--- src/rtl/mc_ctrl_fsm.sv ---
// Multi-cycle MIPS control FSM: sequences IF/ID/EX/MEM/WB and drives datapath selects
// as a Moore decode of the current phase plus the instruction class latched in ID.
module mc_ctrl_fsm #(
  parameter int ALUOP_W     = 5,
  parameter int NPCOP_W     = 3,
  parameter int ACK_TIMEOUT = 16,
  parameter int CNT_W       = 5
) (
  input  logic               clk,
  input  logic               rst_n,
  input  logic [5:0]         opcode,
  input  logic [5:0]         funct,
  input  logic               zero,
  input  logic               imem_ack,
  input  logic               dmem_ack,
  output logic               imem_req,
  output logic               ir_wr,
  output logic               dmem_req,
  output logic               dmem_we,
  output logic               pc_wr,
  output logic [NPCOP_W-1:0] npc_op,
  output logic               rf_wr,
  output logic [ALUOP_W-1:0] alu_op,
  output logic               a_sel,
  output logic               b_sel,
  output logic [1:0]         ext_op,
  output logic [1:0]         gpr_sel,
  output logic [1:0]         wd_sel,
  output logic               exc,
  output logic [2:0]         state
);

  typedef enum logic [2:0] {
    S_IF = 3'd0, S_ID = 3'd1, S_EX = 3'd2, S_MEM = 3'd3, S_WB = 3'd4, S_EXC = 3'd5
  } state_e;

  typedef enum logic [3:0] {
    C_NONE, C_R, C_I, C_LW, C_SW, C_BEQ, C_BNE, C_J, C_JAL
  } class_e;

  localparam logic [ALUOP_W-1:0] ALU_ADD  = ALUOP_W'(0);
  localparam logic [ALUOP_W-1:0] ALU_SUB  = ALUOP_W'(1);
  localparam logic [ALUOP_W-1:0] ALU_AND  = ALUOP_W'(2);
  localparam logic [ALUOP_W-1:0] ALU_OR   = ALUOP_W'(3);
  localparam logic [ALUOP_W-1:0] ALU_XOR  = ALUOP_W'(4);
  localparam logic [ALUOP_W-1:0] ALU_NOR  = ALUOP_W'(5);
  localparam logic [ALUOP_W-1:0] ALU_SLT  = ALUOP_W'(6);
  localparam logic [ALUOP_W-1:0] ALU_SLTU = ALUOP_W'(7);
  localparam logic [ALUOP_W-1:0] ALU_SLL  = ALUOP_W'(8);
  localparam logic [ALUOP_W-1:0] ALU_SRL  = ALUOP_W'(9);
  localparam logic [ALUOP_W-1:0] ALU_SRA  = ALUOP_W'(10);
  localparam logic [ALUOP_W-1:0] ALU_LUI  = ALUOP_W'(11);
  localparam logic [ALUOP_W-1:0] ALU_ADDU = ALUOP_W'(12);
  localparam logic [ALUOP_W-1:0] ALU_SUBU = ALUOP_W'(13);

  localparam logic [NPCOP_W-1:0] NPC_PLUS4  = NPCOP_W'(0);
  localparam logic [NPCOP_W-1:0] NPC_BRANCH = NPCOP_W'(1);
  localparam logic [NPCOP_W-1:0] NPC_JUMP   = NPCOP_W'(2);
  localparam logic [NPCOP_W-1:0] NPC_EXCEPT = NPCOP_W'(4);

  localparam int TO_LAST = (ACK_TIMEOUT == 0) ? 0 : ACK_TIMEOUT - 1;

  state_e             state_q, state_d;
  class_e             cls_q, cls_d, dec_cls;
  logic [CNT_W-1:0]   cnt_q, cnt_d;
  logic [ALUOP_W-1:0] aluop_q, aluop_d, dec_alu;
  logic               shamt_q, shamt_d, dec_shamt;
  logic               sext_q, sext_d, dec_sext;
  logic               timeout_hit;

  // Timeout fires on the last allowed wait cycle; an ack in that cycle still wins.
  assign timeout_hit = (ACK_TIMEOUT != 0) && (cnt_q == CNT_W'(TO_LAST));
  assign state       = state_q;

  always_comb begin
    // NOTE: every combinational output gets a default first so no path infers a latch.
    dec_cls   = C_NONE;
    dec_alu   = ALU_ADD;
    dec_shamt = 1'b0;
    dec_sext  = 1'b0;
    case (opcode)
      6'h00: begin
        dec_cls = C_R;
        case (funct)
          6'h00: begin dec_alu = ALU_SLL; dec_shamt = 1'b1; end
          6'h02: begin dec_alu = ALU_SRL; dec_shamt = 1'b1; end
          6'h03: begin dec_alu = ALU_SRA; dec_shamt = 1'b1; end
          6'h04: dec_alu = ALU_SLL;
          6'h06: dec_alu = ALU_SRL;
          6'h07: dec_alu = ALU_SRA;
          6'h20: dec_alu = ALU_ADD;
          6'h21: dec_alu = ALU_ADDU;
          6'h22: dec_alu = ALU_SUB;
          6'h23: dec_alu = ALU_SUBU;
          6'h24: dec_alu = ALU_AND;
          6'h25: dec_alu = ALU_OR;
          6'h26: dec_alu = ALU_XOR;
          6'h27: dec_alu = ALU_NOR;
          6'h2A: dec_alu = ALU_SLT;
          6'h2B: dec_alu = ALU_SLTU;
          default: dec_cls = C_NONE;
        endcase
      end
      6'h08: begin dec_cls = C_I; dec_alu = ALU_ADD;  dec_sext = 1'b1; end
      6'h09: begin dec_cls = C_I; dec_alu = ALU_ADDU; dec_sext = 1'b1; end
      6'h0A: begin dec_cls = C_I; dec_alu = ALU_SLT;  dec_sext = 1'b1; end
      6'h0B: begin dec_cls = C_I; dec_alu = ALU_SLTU; dec_sext = 1'b1; end
      6'h0C: begin dec_cls = C_I; dec_alu = ALU_AND; end
      6'h0D: begin dec_cls = C_I; dec_alu = ALU_OR;  end
      6'h0E: begin dec_cls = C_I; dec_alu = ALU_XOR; end
      6'h0F: begin dec_cls = C_I; dec_alu = ALU_LUI; end
      6'h23: dec_cls = C_LW;
      6'h2B: dec_cls = C_SW;
      6'h04: dec_cls = C_BEQ;
      6'h05: dec_cls = C_BNE;
      6'h02: dec_cls = C_J;
      6'h03: dec_cls = C_JAL;
      default: dec_cls = C_NONE;
    endcase
  end

  always_comb begin
    state_d = state_q;
    cnt_d   = cnt_q;
    cls_d   = cls_q;
    aluop_d = aluop_q;
    shamt_d = shamt_q;
    sext_d  = sext_q;
    case (state_q)
      S_IF: begin
        if (imem_ack)         state_d = S_ID;
        else if (timeout_hit) state_d = S_EXC;
        else if (cnt_q != {CNT_W{1'b1}}) cnt_d = cnt_q + CNT_W'(1);
      end
      S_ID: begin
        cls_d   = dec_cls;
        aluop_d = dec_alu;
        shamt_d = dec_shamt;
        sext_d  = dec_sext;
        state_d = (dec_cls == C_NONE) ? S_EXC : S_EX;
      end
      S_EX: begin
        case (cls_q)
          C_R, C_I, C_JAL: state_d = S_WB;
          C_LW, C_SW:      state_d = S_MEM;
          default:         state_d = S_IF;
        endcase
      end
      S_MEM: begin
        if (dmem_ack)         state_d = (cls_q == C_SW) ? S_IF : S_WB;
        else if (timeout_hit) state_d = S_EXC;
        else if (cnt_q != {CNT_W{1'b1}}) cnt_d = cnt_q + CNT_W'(1);
      end
      default: state_d = S_IF;
    endcase
    if (state_d != state_q) cnt_d = '0;
  end

  // NOTE: sequential state uses non-blocking assignments so all registers update together.
  always_ff @(posedge clk or negedge rst_n) begin
    if (!rst_n) begin
      state_q <= S_IF;
      cnt_q   <= '0;
      cls_q   <= C_NONE;
      aluop_q <= ALU_ADD;
      shamt_q <= 1'b0;
      sext_q  <= 1'b0;
    end else begin
      state_q <= state_d;
      cnt_q   <= cnt_d;
      cls_q   <= cls_d;
      aluop_q <= aluop_d;
      shamt_q <= shamt_d;
      sext_q  <= sext_d;
    end
  end

  // Outputs are forced low while reset is held so no strobe escapes during reset.
  always_comb begin
    imem_req = 1'b0;
    ir_wr    = 1'b0;
    dmem_req = 1'b0;
    dmem_we  = 1'b0;
    pc_wr    = 1'b0;
    npc_op   = NPC_PLUS4;
    rf_wr    = 1'b0;
    alu_op   = ALU_ADD;
    a_sel    = 1'b0;
    b_sel    = 1'b0;
    ext_op   = 2'd0;
    gpr_sel  = 2'd0;
    wd_sel   = 2'd0;
    exc      = 1'b0;
    if (rst_n) begin
      case (state_q)
        S_IF: begin
          imem_req = 1'b1;
          ir_wr    = imem_ack;
        end
        S_EX: begin
          case (cls_q)
            C_R: begin alu_op = aluop_q; a_sel = shamt_q; end
            C_I: begin alu_op = aluop_q; b_sel = 1'b1; ext_op = {1'b0, sext_q}; end
            C_LW, C_SW: begin alu_op = ALU_ADD; b_sel = 1'b1; ext_op = 2'd1; end
            C_BEQ, C_BNE: begin
              alu_op = ALU_SUB;
              pc_wr  = 1'b1;
              if ((cls_q == C_BEQ && zero) || (cls_q == C_BNE && !zero)) npc_op = NPC_BRANCH;
            end
            C_J: begin pc_wr = 1'b1; npc_op = NPC_JUMP; end
            default: ;
          endcase
        end
        S_MEM: begin
          dmem_req = 1'b1;
          dmem_we  = (cls_q == C_SW);
          pc_wr    = dmem_ack && (cls_q == C_SW);
        end
        S_WB: begin
          rf_wr = 1'b1;
          pc_wr = 1'b1;
          case (cls_q)
            C_I:   gpr_sel = 2'd1;
            C_LW:  begin gpr_sel = 2'd1; wd_sel = 2'd1; end
            C_JAL: begin gpr_sel = 2'd2; wd_sel = 2'd2; npc_op = NPC_JUMP; end
            default: ;
          endcase
        end
        S_EXC: begin
          exc    = 1'b1;
          pc_wr  = 1'b1;
          npc_op = NPC_EXCEPT;
        end
        default: ;
      endcase
    end
  end

endmodule
--- config.mk ---
export PLATFORM = sky130hd
export DESIGN_NAME = mc_ctrl_fsm
export DESIGN_NICKNAME = d
export VERILOG_FILES = /design/src/rtl/mc_ctrl_fsm.sv
export SDC_FILE = /design/constraint.sdc
export NUM_CORES = 1
export LEC_CHECK = 0
export CAP_MARGIN = 40
export CORE_MARGIN = 4
export CORE_UTILIZATION = 53
export DETAILED_ROUTE_END_ITERATION = 8
export PLACE_DENSITY = 0.91
export SYNTH_ARGS = -nofsm -noshare
export SYNTH_HDL_FRONTEND = slang
export SYNTH_SLANG_ARGS = --single-unit
--- constraint.sdc ---
create_clock -name clk -period 3.2 [get_ports clk]
set_input_delay 0.64 -clock clk [delete_from_list [all_inputs] [get_ports clk]]
set_output_delay 0.64 -clock clk [all_outputs]
set_load 0.1 [all_outputs]
==> results of run 1 <==
-- logic make-up after synthesis --
kind of cell    after synthesis
flops                        18
simple gates                 94
fa+ha+maj                     6
compound gates               56
xor+xnor                      7
other cells                   1
buf+inv                      24
mux                           2
-- metrics by stage --
stage | cell area (um2) | TNS [ns] | cells | setup WS (ns) | total power [mW]
2_1_floorplan | 1843 | -1.126 | 209 | -0.6265 | 0.9732
3_3_place_gp | 2440 | 0 | 286 | 0.2480 | 1.131
3_5_place_dp | 2440 | 0 | 286 | 0.2043 | 1.148
4_1_cts | 2476 | 0 | 290 | 0.1867 | 1.290
5_1_grt | 2476 | 0 | 290 | 0.08803 | 1.365
6_report | 2476 | 0 | 290 | 0.1879 | 1.290
-- synthesized netlist by cell type, types with 4 or more instances --
library cell  number
dfrtp_1           18
a21oi_1           14
o22ai_1            4
a22o_1             6
ha_1               6
nand2_1           17
nand3_1            5
buf_6              4
nor2_1            22
o21ai_1            4
and3_1             5
nor3_1            13
xor2_1             4
inv_1              9
and2_1             7
-- metal layers --
metal	wire length (um)	global-route usage (%)	vias up
met5	0	0	-
met4	38	5.013	0
met3	189	1.906	5
met2	2228	40.46	57
met1	1966	30.60	817
li1	-	-	834
-- critical path: stages --
cell,delay [ns]
clkdlybuf4s50_1,0.48
inv_1,0.08
or3_4,0.39
nor3_1,0.34
and2_1,0.25
buf_12,0.19
-- cell usage in the layout (no fill, tap or decap), types with 2 or more instances in the layout --
| master | n |
|---|---|
| a21oi_1 | 12 |
| a22o_1 | 6 |
| a2bb2oi_1 | 2 |
| a31oi_1 | 2 |
| and2_1 | 4 |
| and2_2 | 2 |
| and3_1 | 5 |
| buf_12 | 21 |
| buf_4 | 8 |
| clkbuf_4 | 3 |
| clkdlybuf4s50_1 | 16 |
| conb_1 | 2 |
| dfrtp_1 | 15 |
| dfrtp_4 | 3 |
| ha_1 | 6 |
| inv_1 | 9 |
| mux2i_1 | 2 |
| nand2_1 | 16 |
| nand2b_1 | 2 |
| nand3_1 | 4 |
| nand3b_1 | 3 |
| nand4_1 | 2 |
| nor2_1 | 21 |
| nor2_2 | 2 |
| nor2b_1 | 2 |
| nor3_1 | 10 |
| nor3_4 | 2 |
| nor3b_1 | 2 |
| nor4_4 | 2 |
| o21ai_0 | 3 |
| o21ai_1 | 4 |
| o22ai_1 | 4 |
| o31ai_1 | 3 |
| o32ai_1 | 2 |
| or3_4 | 4 |
| xnor2_1 | 3 |
| xor2_1 | 4 |
-- worst max-delay path by stage --
| stage | slack (ns) | depth (start not counted) | start | endpoint |
|---|---|---|---|---|
| 6_report | 0.19 | 6 | rst_n | alu_op[3] |
| 3_5_place_dp | 0.20 | 6 | rst_n | alu_op[3] |
| 3_3_place_gp | 0.25 | 7 | rst_n | wd_sel[0] |
| 4_1_cts | 0.19 | 6 | rst_n | alu_op[3] |
| 2_1_floorplan | -0.63 | 5 | state[2] | wd_sel[0] |
| 5_1_grt | 0.09 | 7 | rst_n | wd_sel[0] |
-- final cells by class --
class	count	area, um2	share of cell area (%)
clock buffers	4	36.28	1.465
inverters	12	53.80	2.173
multi-input cells	167	1229	49.62
flip-flops and latches	18	461.7	18.65
well taps	44	55.05	2.223
repair buffers	45	640.6	25.87
-- power by group through the flow --
| stage | clock (mW) | combinational (mW) | sequential [mW] |
|---|---|---|---|
| 4_1_cts | 0.145 | 0.757 | 0.388 |
| 6_report | 0.143 | 0.758 | 0.389 |
| 2_1_floorplan | 0 | 0.577 | 0.396 |
| 3_3_place_gp | 0 | 0.741 | 0.391 |
| 3_5_place_dp | 0 | 0.755 | 0.393 |
| 5_1_grt | 0.153 | 0.814 | 0.399 |
-- sequential cells by signal, indices dropped and copies added, names as in the netlist --
name and count:
aluop_q 4, state 3, shamt_q 1, sext_q 1, cls_q 4, cnt_q 5
==> results.yml, run 1 <==
yosys:
  yosysUniqueCellTypes: 57
  synth.yosys.seq_area_share_pct: 26.71
  synthMuxAreaShare_pct: 1.187
  netlist.top_cell.by_area: "dfrtp_1"
  synth_seq_cells: 18
  syn_area_per_cell_um2: 8.109
  post_synth_instance_area_um2: 1687
  synthCells: 208
  synth_enable_flop_cells: 0
  synth_area_leaders: "dfrtp_1 (27%), nor2_1 (4.9%), ha_1 (4.5%)"
  synth-simple-area-share_pct: 29.90
  synthAdderAreaFrac_pct: 4.451
  main_combinational_cell_family_by_area_after_synthesis: "simple AND/OR/NAND/NOR gates"
  ys_dominant_reg_cell: "dfrtp_1"
  synth_warnings: 0
  fraction_of_post_synthesis_cell_area_in_the_top_cell_type_by_area_pct: 26.71
  synth-async-reset-ratio_pct: 100.0
  synth_compound_gate_area_share_pct: 25.67
  synth-xor-area-share_pct: 3.635
floorplan:
  die_height_um: 64.41
  die_area_um2: 4149
  initial_core_util_pct: 55.25
  core.rowCount: 20
  core_area_um2: 3053
  die-width_um: 64.41
  num_io_pins: 43
final_layout:
  area_delta_synth_final_pct: 46.81
  antenna_cells_inserted: 0
  layout_cell_share_with_drive_strength_beyond_1_pct: 26.83
  final_nets: 270
  layout.filler_cells: 194
  finalCoreUtilization_pct: 81.11
detailed_routing:
  route.final.wire_length_um: 4423
  1st_pass_router_iterations: 4
  detail_route.vias_per_cell: 5.907
  dr_total_vias: 1713
  drtAntennaViolNets: 0
  detailedRoute.firstIterationViolations: 97
  wl_per_cell_um: 15.25
  drc: 0
timing:
  worst_hold_slack_across_all_endpoints_ns: 0.5203
  final_min_period_over_clock_period_pct: 94.13
  fmax_mhz: 332.0
  worst_setup_skew_after_layout_ns: 0.003701
  timing.final.crit_period_ns: 3.012
  report.final.slew_viol_count: 0
  setup_violations: 0
  slew_headroom_pct: 51.62
  worstMarginPinSlew_ns: 0.7191
  grt_setup_unrepaired: "false"
  timing.final.hold_violations: 0
power_and_ir_drop:
  p_leak_nw: 0.9865
  p_per_area_nw_per_um2: 521.1
  switching_power_mw: 0.6977
  combPwrFrac_pct: 58.7
  power.switching_fraction_pct: 54.06
  power.ir.vdd_worst_uv: 331.6
  share_seq_of_total_power_pct: 30.2
  p_clk_share_pct: 11.1
  power_report.internal_total_mw: 0.5928
critical_path:
  regToRegSetupSlack_ns: 0.85
  crit-reg2reg-capture: "cnt_q[0]"
  worstPathRequired_ns: 2.56
  path_max_fanout: 4
  endpoint_kind: "primary output"
  worstRegToRegCells: 6
  critPathArrivalTime_ns: 2.37
  worst_setup_path_start_kind: "primary input"
  critical_path.reg2reg.startpoint: "cls_q[1]"
  criticalPathCategory: "in2out"
placed_design:
  gpl.final_weighted_congestion: 0.9000
  post-dp-hpwl_um: 3461
  io_buffers: 40
cts:
  clock_tree.buffer_depth: 2
  cts-buffers-inserted: 3
  clock_insertion_delay_worst_skew_ns: 0.30
  post_cts_resized: 0
  holdBufCountCts: 0
  clock_root_buffer: "clkbuf_4"
  cts_sinks: 18
  depth_of_the_cts_h_tree: 1
  clk_pin_slew_ns: 0.10
  cts_tree: "built"
  post_cts_buffers: 0
min_path:
  hold_end: "aluop_q[2]"
  hp-start: "aluop_q[2]"
  min_path_cells: 1
  timing.hold.worst.class: "reg2reg"
flow_run:
  maxCapViolations: 0
global_routing:
  gr-usage-all-layers_pct: 22.95
  first_global_vias: 1687
  grt_start_max_net_pins: 24
  grt_first_pass_wirelength_um: 7803
  antenna_violations_before_repair: 0
  overflow: 0
run_status:
  outcome: "complete, no violations"
Power figures use the tool's default switching activity.
==> run 2: changes to the inputs <==
CORE_MARGIN = not set   (was 4)
==> run 2 against run 1 <==
  * Non-clock buffer count up 3
  * Register-to-register slack got worse by 0.05 ns
  * Cell count up 1.0%
  * Clock power about the same
  * Global-route usage up 8.3 points
  * Die area is 18% lower
  * Flip-flop and latch count did not move
  * Power rose by 2.2%
  * First-iteration DRC count rose by 13%
  * Clock-buffer cell count unchanged
  * Critical path type unchanged
==> results.yml, run 2 (synthesized netlist as in run 1, its figures left out) <==
cts:
  post_cts_resized: 0
  clock_tree.buffer_depth: 2
  clk_pin_slew_ns: 0.12
  clock_root_buffer: "clkbuf_4"
  depth_of_the_cts_h_tree: 1
  cts_tree: "built"
  cts_sinks: 18
  clock_insertion_delay_worst_skew_ns: 0.30
  cts-buffers-inserted: 3
  post_cts_buffers: 0
  holdBufCountCts: 0
critical_path:
  timing.critical_path.cells: "clkdlybuf4s50_1, inv_1, or3_4, nor3_1, and2_1, buf_12"
  worst_setup_path_start_kind: "primary input"
  max_stage_delay_ns: 0.50
  path_max_fanout: 4
  cp_max_delay_cell: "clkdlybuf4s50_1"
  criticalPathCategory: "in2out"
  worstPathRequired_ns: 2.56
  critPathArrivalTime_ns: 2.26
  endpoint_kind: "primary output"
global_routing:
  grt_start_max_net_pins: 17
  gr-usage-all-layers_pct: 31.29
  antenna_violations_before_repair: 0
  overflow: 0
  grt_first_pass_wirelength_um: 8038
  first_global_vias: 1709
final_layout:
  top_regs: "cnt_q x5, aluop_q x4, cls_q x4"
  largest_reg_flops: 5
  final_nets: 273
  antenna_cells_inserted: 0
  finalCoreUtilization_pct: 82.52
  fin_cells: 293
  regMostFlops: "cnt_q"
  area_delta_synth_final_pct: 48.15
  layout.cells.most_common_list: "nor2_1 (21), buf_12 (21), nand2_1 (16), clkdlybuf4s50_1 (16), dfrtp_1 (15)"
  layout_cell_share_with_drive_strength_beyond_1_pct: 27.71
detailed_routing:
  detail_route.vias_per_cell: 6.092
  detailedRoute.firstIterationViolations: 110
  drc: 0
  1st_pass_router_iterations: 4
  drtAntennaViolNets: 0
  wl_per_cell_um: 16.70
  dr_total_vias: 1785
  route.final.wire_length_um: 4893
power_and_ir_drop:
  p_leak_nw: 1.002
  p_per_area_nw_per_um2: 527.8
  power.ir.vdd_worst_uv: 370.0
timing:
  fmax_mhz: 344.8
  report.final.slew_viol_count: 0
  worst_setup_skew_after_layout_ns: 0.01381
  worstMarginPinSlew_ns: 0.7843
  worst_hold_slack_across_all_endpoints_ns: 0.5199
  final_min_period_over_clock_period_pct: 90.64
  slew_headroom_pct: 47.23
  setup_violations: 0
  timing.final.crit_period_ns: 2.900
  timing.final.hold_violations: 0
  grt_setup_unrepaired: "false"
floorplan:
  core.rowCount: 20
  initial_core_util_pct: 55.70
  die_area_um2: 3412
  num_io_pins: 43
  die-width_um: 58.41
  die_height_um: 58.41
  core_area_um2: 3028
placed_design:
  post-dp-hpwl_um: 3825
  gpl.final_weighted_congestion: 0.9408
  placedCellCount: 289
  io_buffers: 40
run_status:
  outcome: "complete, no violations"
min_path:
  timing.hold.worst.class: "reg2reg"
flow_run:
  maxCapViolations: 0
[run 2: changes by cell type in the layout (fill, tap and decap cells not counted)]
cell   change
buf_4      +3
[run 2: metal layers]
metal  up-vias  GRT usage, %  part of all wire (%)
met5         -             0                     0
met4         0         10.54                   2.3
met3        14         4.176                   5.7
met2        91         55.67                    51
met1       833         39.08                    40
li1        847             -                     -
[run 2: cell type report]
class                   instances  area (um2)
fillers                       179       529.3
flip-flops and latches         18       461.7
well taps                      44       55.05
repair buffers                 48       663.1
inverters                      12       53.80
clock buffers                   4       36.28
multi-input cells             167        1229
[run 2: power breakdown]
part	switching [mW]	total [mW]	internal, mW
Clock	0.0732	0.143	0.0693
Combinational	0.528	0.781	0.253
Sequential	0.123	0.395	0.273
Total	0.724	1.32	0.595
[run 2: worst paths after layout]
path                                from         to  slack [ns]  cells past startpoint
worst max-delay path               rst_n  alu_op[1]        0.30                      6
worst min-delay path             shamt_q    shamt_q        0.52                      2
worst max register to register  cls_q[1]   cnt_q[4]        0.80                      6
worst min register to register   shamt_q    shamt_q        0.52                      2
max in group asynchronous          rst_n   state[1]        2.09                      3
min in group asynchronous          rst_n   cnt_q[0]        0.69                      2
[run 2: metrics by stage]
step | power (mW) | setup WS (ns) | TNS, ns | cell area (um2)
final | 1.319 | 0.2996 | 0 | 2499
after floorplan | 0.9732 | -0.6265 | -1.126 | 1843
after global placement | 1.131 | 0.3537 | 0 | 2462
after global routing | 1.385 | 0.2231 | 0 | 2499
after detailed placement | 1.164 | 0.2711 | 0 | 2462
after CTS | 1.310 | 0.2848 | 0 | 2499
[run 2: critical path: cells and delay by family]
kind                   cells  cell delay (ns)
AND/OR/NAND/NOR            3             0.85
buffers and inverters      3             0.77
==> run 3: changes to the inputs <==
CORE_UTILIZATION = 59   (was 53)
DONT_BUFFER_PORTS = 1   (was not set)
PLACE_DENSITY = 0.8   (was 0.91)
==> run 3 against run 2 <==
  * Flip-flop and latch count unchanged
  * Critical endpoint is now alu_op[3]
  * Fmax increased by 2.0%
  * Clock-buffer cell count unchanged
  * Worst setup slack improved by 0.058 ns
  * Clock skew decreased by 0.012 ns
  * Critical path type is now reg2out
==> results.yml, run 3 (synthesized netlist as in run 1, its figures left out) <==
detailed_routing:
  detailedRoute.firstIterationViolations: 54
  drc: 0
  1st_pass_router_iterations: 4
  route.final.wire_length_um: 4096
  detail_route.vias_per_cell: 6.402
  drtAntennaViolNets: 0
  wl_per_cell_um: 16.13
  dr_total_vias: 1626
power_and_ir_drop:
  combPwrFrac_pct: 60.6
  switching_power_mw: 0.6749
  p_leak_nw: 0.8454
  power.ir.vdd_worst_uv: 543.6
  power_report.internal_total_mw: 0.5143
  p_per_area_nw_per_um2: 586.4
  p_clk_share_pct: 10.0
  share_seq_of_total_power_pct: 29.4
  power.switching_fraction_pct: 56.75
final_layout:
  antenna_cells_inserted: 0
  final_nets: 247
  largest_reg_flops: 5
  layout.filler_cells: 209
  layout_cell_share_with_drive_strength_beyond_1_pct: 26.91
  layout.cells.most_common_list: "nor2_1 (19), buf_4 (19), nand2_1 (16)"
  final_cell_area_um2: 2028
  top_regs: "cnt_q x5, aluop_q x4, cls_q x4"
  final-seq-area_um2: 461.7
  multi_input_area_um2: 1245
  regMostFlops: "cnt_q"
  area_delta_synth_final_pct: 20.25
  fin_cells: 254
cts:
  post_cts_resized: 0
  depth_of_the_cts_h_tree: 1
  cts_tree: "built"
  cts-buffers-inserted: 3
  cts_sinks: 18
  holdBufCountCts: 0
  clk_pin_slew_ns: 0.10
  post_cts_buffers: 0
  clock_insertion_delay_worst_skew_ns: 0.29
  clock_tree.buffer_depth: 2
  clock_root_buffer: "clkbuf_4"
placed_design:
  post-dp-hpwl_um: 3158
  gpl.final_weighted_congestion: 0.9142
  placedCellCount: 250
  io_buffers: 0
  dpl_cell_area_um2: 2002
critical_path:
  critical_path.reg2reg.startpoint: "state[2]"
  worst_setup_path_start_kind: "flip-flop"
  worstRegToRegCells: 7
  crit-reg2reg-capture: "cnt_q[1]"
  regToRegSetupSlack_ns: 0.69
  worstPathRequired_ns: 2.56
  endpoint_kind: "primary output"
  critPathArrivalTime_ns: 2.20
  path_max_fanout: 6
  criticalPathCategory: "reg2out"
timing:
  grt_setup_unrepaired: "false"
  worstMarginPinSlew_ns: 0.6906
  setup_violations: 0
  timing.final.crit_period_ns: 2.842
  report.final.slew_viol_count: 0
  timing.final.hold_violations: 0
  slew_headroom_pct: 53.53
  final_min_period_over_clock_period_pct: 88.82
  fmax_mhz: 351.8
  worst_setup_skew_after_layout_ns: 0.002043
global_routing:
  first_global_vias: 1634
  overflow: 0
  gr-usage-all-layers_pct: 28.22
  antenna_violations_before_repair: 0
  grt_start_max_net_pins: 25
  grt_first_pass_wirelength_um: 7113
floorplan:
  die_area_um2: 3076
  core_area_um2: 2734
  die-width_um: 55.47
  initial_core_util_pct: 61.69
  die_height_um: 55.47
  num_io_pins: 43
  core.rowCount: 19
run_status:
  outcome: "complete, no violations"
min_path:
  timing.hold.worst.class: "in2async"
flow_run:
  maxCapViolations: 0
-- run 3: changes by cell type in the layout (fill, tap and decap cells not counted), sizes merged --
| cell | before | now |
|---|---|---|
| clkdlybuf4s50 | 16 | 0 |
| buf | 32 | 22 |
-- run 3: worst max-delay path: stages, from the launching register on --
cell and delay, ns:
dfrtp_4 0.52, inv_8 0.09, nand3_4 0.11, or3_4 0.44, nor3_1 0.29, and2_1 0.18, buf_4 0.28
-- run 3: worst max path at each step --
stage | to | from | slack (ns) | cells after the start
floorplan | wd_sel[0] | state[2] | -0.63 | 5
global placement | alu_op[1] | state[2] | 0.71 | 6
detailed placement | alu_op[2] | state[2] | 0.66 | 6
CTS | alu_op[1] | state[2] | 0.33 | 6
global route | alu_op[1] | state[2] | 0.24 | 6
finish | alu_op[3] | state[2] | 0.36 | 6
-- run 3: power groups by stage --
stage                     combinational, mW  sequential, mW  clock (mW)
final                                 0.721           0.350       0.118
after global routing                  0.772           0.359       0.124
after CTS                             0.717           0.350       0.117
after detailed placement              0.715           0.355           0
after global placement                0.695           0.351           0
after floorplan                       0.577           0.396           0
-- run 3: through the flow --
step / hold WS, ns / worst slack (ns) / total power, mW / utilization [%] / setup TNS [ns]
6_report: 0.02876 / 0.3577 / 1.189 / 74.19 / 0
5_1_grt: 0.02091 / 0.2444 / 1.256 / 74.19 / 0
4_1_cts: 0.03219 / 0.3336 / 1.183 / 74.19 / 0
3_5_place_dp: 0.3448 / 0.6552 / 1.070 / 73.23 / 0
3_3_place_gp: 0.3450 / 0.7106 / 1.046 / 73.23 / 0
2_1_floorplan: 0.3444 / -0.6265 / 0.9732 / - / -1.126
-- run 3: routing by layer --
metal,wire length (um),track usage [%]
met2,2031,46.99
met4,17,7.143
met1,1841,38.07
met5,0,0
met3,205,4.918
-- run 3: area by class of cell --
type	count	area share (%)
multi-input cells	167	61.38
flip-flops and latches	18	22.76
repair buffers	22	9.994
inverters	12	2.653
well taps	31	1.912
clock buffers	4	1.295
